[config.mk]
export PLATFORM = sky130hd
export DESIGN_NAME = xconverter_upsize
export DESIGN_NICKNAME = d
export VERILOG_FILES = /design/src/rtl/xconverter_upsize.sv
export SDC_FILE = /design/constraint.sdc
export NUM_CORES = 1
export LEC_CHECK = 0
export CORE_UTILIZATION = 42
export CTS_BUF_LIST = sky130_fd_sc_hd__clkbuf_16
export CTS_CLUSTER_DIAMETER = 30
export DETAILED_ROUTE_END_ITERATION = 12
export GPL_ROUTABILITY_DRIVEN = 1
export PLACE_DENSITY_LB_ADDON = 0.12
export SYNTH_ARGS = -nofsm -noshare
export SYNTH_HDL_FRONTEND = slang
export SYNTH_SLANG_ARGS = --single-unit
[constraint.sdc]
create_clock -name xclk -period 2 [get_ports xclk]
set_clock_uncertainty 0.15 [all_clocks]
set_input_delay 0.4 -clock xclk [delete_from_list [all_inputs] [get_ports xclk]]
set_output_delay 0.4 -clock xclk [all_outputs]
set_load 0.1 [all_outputs]
[src/rtl/xconverter_upsize.sv]
// Narrow-to-wide packer: gathers DWM narrow beats (or fewer, on slast) into one
// wide word held in a single flow-through output register with valid/ready on both sides.
module xconverter_upsize #(
  parameter int DWIDTH_S = 32,
  parameter int DWIDTH_D = 256,
  parameter int DWADDR   = 32
) (
  input  logic                    xclk,
  input  logic                    xreset_n,
  input  logic                    svalid,
  output logic                    sready,
  input  logic [DWIDTH_S-1:0]     sdata,
  input  logic [DWIDTH_S/8-1:0]   swstrb,
  input  logic [DWADDR-1:0]       saddr,
  input  logic                    slast,
  output logic                    mvalid,
  input  logic                    mready,
  output logic [DWIDTH_D-1:0]     mdata,
  output logic [DWIDTH_D/8-1:0]   mwstrb,
  output logic [DWADDR-1:0]       maddr
);

  localparam int DWM    = DWIDTH_D / DWIDTH_S;
  localparam int CWIDTH = $clog2(DWM);
  localparam int SSTRB  = DWIDTH_S / 8;

  logic [CWIDTH-1:0]     cnt_q, cnt_d;
  logic                  mvalid_q, mvalid_d;
  logic [DWIDTH_D-1:0]   mdata_q, mdata_d;
  logic [DWIDTH_D/8-1:0] mwstrb_q, mwstrb_d;
  logic [DWADDR-1:0]     maddr_q, maddr_d;

  logic accept;
  logic complete;

  // The holding register may be refilled in the same cycle it drains.
  assign sready   = ~mvalid_q | mready;
  assign accept   = svalid & sready;
  assign complete = accept & (slast | (cnt_q == CWIDTH'(DWM - 1)));

  always_comb begin
    cnt_d    = cnt_q;
    mvalid_d = mvalid_q;
    mdata_d  = mdata_q;
    mwstrb_d = mwstrb_q;
    maddr_d  = maddr_q;

    if (mvalid_q && mready)
      mvalid_d = 1'b0;

    if (accept) begin
      // The first beat of a word starts from a clean register.
      if (cnt_q == '0) begin
        mdata_d  = '0;
        mwstrb_d = '0;
        maddr_d  = saddr;
      end
      for (int i = 0; i < DWM; i++) begin
        if (cnt_q == CWIDTH'(i)) begin
          mdata_d[i*DWIDTH_S +: DWIDTH_S] = sdata;
          mwstrb_d[i*SSTRB +: SSTRB]      = swstrb;
        end
      end
      if (complete) begin
        cnt_d    = '0;
        mvalid_d = 1'b1;
      end else begin
        cnt_d = cnt_q + 1'b1;
      end
    end
  end

  always_ff @(posedge xclk or negedge xreset_n) begin
    if (!xreset_n) begin
      cnt_q    <= '0;
      mvalid_q <= 1'b0;
      mdata_q  <= '0;
      mwstrb_q <= '0;
      maddr_q  <= '0;
    end else begin
      cnt_q    <= cnt_d;
      mvalid_q <= mvalid_d;
      mdata_q  <= mdata_d;
      mwstrb_q <= mwstrb_d;
      maddr_q  <= maddr_d;
    end
  end

  assign mvalid = mvalid_q;
  assign mdata  = mdata_q;
  assign mwstrb = mwstrb_q;
  assign maddr  = maddr_q;

endmodule
==> metrics <==
1st-iter DRT viols 593; Pleak about 11 nW; Clock Path Buffers 3; fin. max-slew vios 0; Worst-Skew Late Latency between 0.5 and 0.6 ns; multi-input logic area ~3600 µm²; filler cell count roughly 1600; Avg WL per Cell approximately 24 µm; Peak supply drop between 1000 and 1500 µV; Syn Nets between 900 and 1000; pin count of the biggest net entering global routing 67; Rows 62; initial antenna violation count 0; CTS tree yes; Port Buf Inserts about 390; die footprint between 20000 and 30000 µm²; worst path arrival time between 2 and 2.5 ns; Tmin final roughly 2.0 ns; clk sinks approximately 320; Final Hold Violating Endpoints 0; Rel. slew slack 66.7%; r2r worst-path depth 8; outcome finished, final reports clean; total track usage 27.4%; Die Ht ~170 µm; register area share after synthesis between 60% and 70%; Final setup viols 0; final RePlAce weighted congestion around 0.80; WP data required 2.28 ns; Congestion Overflow GR 0; Placed Cells incl. Taps around 1600; library cells used by synthesis 24; CP Capture Type flop; H-tree levels 3; Pwr Density roughly 2000 nW/µm²; Peak Freq about 500 MHz; flip-flop and latch area just over 8000 µm²; clock root cell clkbuf_16; Finished Layout Cells 1726; initial core utilization between 40 and 50%; Antenna diodes 0; Crit Path Category reg2reg; Ports slightly below 400; pre-CTS setup slack -0.174 ns; Die Wd about 170 µm; Max Cap Violations 0; Synth Register Bits 324; HPWL Detailed around 27 mm; CP Max Fanout 6; CP Launch Type flop; Core Box Area 28700 µm²; antenna-violating nets left 0; vias per inst 5.36; Yosys warnings 0; vias in the first global route ~10000; CTS clock-pin slew for the worst setup and hold paths 0.04 ns; syn avg cell area about 14 µm²; layout cell share with drive strength beyond 1 roughly 44%; Routed WL a little over 40 mm; vias ~9200; first-pass GRT wire length 62.3 mm; Slew @ Worst Pin around 0.50 ns; HP Class in2async; Mapped Area approximately 12000 µm²; final setup margin between 0.03 and 0.04 ns; Syn Inst Count about 850; Pre-Repair DR Iteration Count 4; Layout area overhead 86.0%; CTS Buf Count 69; Nets around 1400; final period utilization a little over nine tenths; post-detailed-route DRC marker count 0
==> repair_timing <==
item	in CTS	in global routing
hold buffers	1	0
cloned	0	3
hold endpoints to repair	214	0
resized for setup	5	5
endpoints found under the setup margin	177	27
pin swaps	1	2
buffers inserted	2	2
==> flip-flops by register name, summed over array words and instances (netlist names) <==
name	cells
cnt_q	3
maddr	32
mdata	256
mvalid	1
mwstrb	32
==> per-layer routing <==
metal	up-vias	track usage, %	routed length [µm]	part of all wire, %
met2	401	45.4	20800	50
met4	0	9.37	1120	2.7
met5	-	0	0	0
li1	3960	-	-	-
met3	77	8.51	3120	7.5
met1	4808	34.2	16400	40
==> power breakdown <==
group	internal [mW]	switching, mW
clock	7.54	3.71
sequential	8.28	1.93
combinational	8.69	15.5
total	24.5	21.2
==> cell families after synthesis <==
family                     count (synthesis)  synth area share [%]
adders and majority gates                  6                 0.614
DFF                                      324                  66.3
muxes                                    107                  10.1
buffers and inverters                    135                  4.77
AOI/OAI and AO/OA                        223                  16.1
and+or+nand+nor                           56                  2.17
==> cell usage after synthesis (all sizes together) <==
master	number	area [µm²]
nand3	2	20.0
a22o	216	1890
nor2b	2	12.5
nor2	1	3.75
clkbuf	23	86.3
mux2i	37	370
mux2	70	863
nand2	39	146
nand2b	1	8.76
o21ai	1	5.00
o211ai	6	70.1
dfrtp	324	8110
and4	3	26.3
buf	73	350
and3	3	18.8
inv	39	146
ha	6	75.1
nor3	2	10.0
and2	3	18.8
==> critical path, stage by stage, from the launching register on <==
cell and delay, ns:
dfrtp_1 0.37, inv_1 0.08, ha_2 0.19, nor2b_4 0.24
buf_6 0.15, o211ai_4 0.09, buf_12 0.16, clkbuf_16 0.17
a22o_1 0.23
==> layout make-up <==
cell class / instances / share of cell area, %
clock buffers: 70 / 7.70
clock inverters: 53 / 2.43
inverters: 39 / 0.644
multi-input cells: 392 / 16.0
flip-flops and latches: 324 / 35.7
well taps: 384 / 2.11
repair buffers: 464 / 35.5
==> metrics by stage <==
| step | total power [mW] | hold WS (ns) | util (%) | cell area [µm²] | setup TNS [ns] |
|---|---|---|---|---|---|
| after CTS | 45.8 | 0.170 | 78.9 | 22700 | 0 |
| after global routing | 46.8 | 0.184 | 79.3 | 22700 | -0.0764 |
| after floorplan | 24.2 | -0.0456 | - | 12200 | 0 |
| final | 45.7 | 0.165 | 79.3 | 22700 | 0 |
| after global placement | 34.1 | 0.154 | 70.7 | 20300 | -31.94 |
| after detailed placement | 34.3 | 0.153 | 70.7 | 20300 | -35.12 |
==> path summary, 6_finish.rpt <==
path / endpoint / slack, ns / from
min in group xclk: maddr[13] / 0.30 / saddr[13]
setup / recovery: mdata[96] / 0.03 / cnt_q[1]
setup reg to reg: mdata[96] / 0.03 / cnt_q[1]
hold / removal: maddr[17] / 0.17 / xreset_n
hold reg to reg: mdata[248] / 0.41 / mdata[248]
max in group asynchronous: mwstrb[8] / 0.77 / xreset_n
==> layout by cell type, fill, tap and decap left out, types with 2 or more instances in the layout <==
cell             count
a22o_1             216
and2_1               3
and3_2               3
and4_2               3
buf_12             348
buf_4               38
buf_6                2
buf_8                2
bufinv_16            9
clkbuf_16           72
clkdlybuf4s50_1     71
clkinv_1             9
clkinv_2            14
clkinvlp_4           5
dfrtp_1            323
ha_1                 3
ha_2                 2
inv_1               47
inv_16               3
inv_6                4
mux2_2              50
mux2_4              20
mux2i_1             37
nand2_1             39
nor3_1               2
o211ai_4             5
No activity file was read; power rests on OpenSTA's default activity.
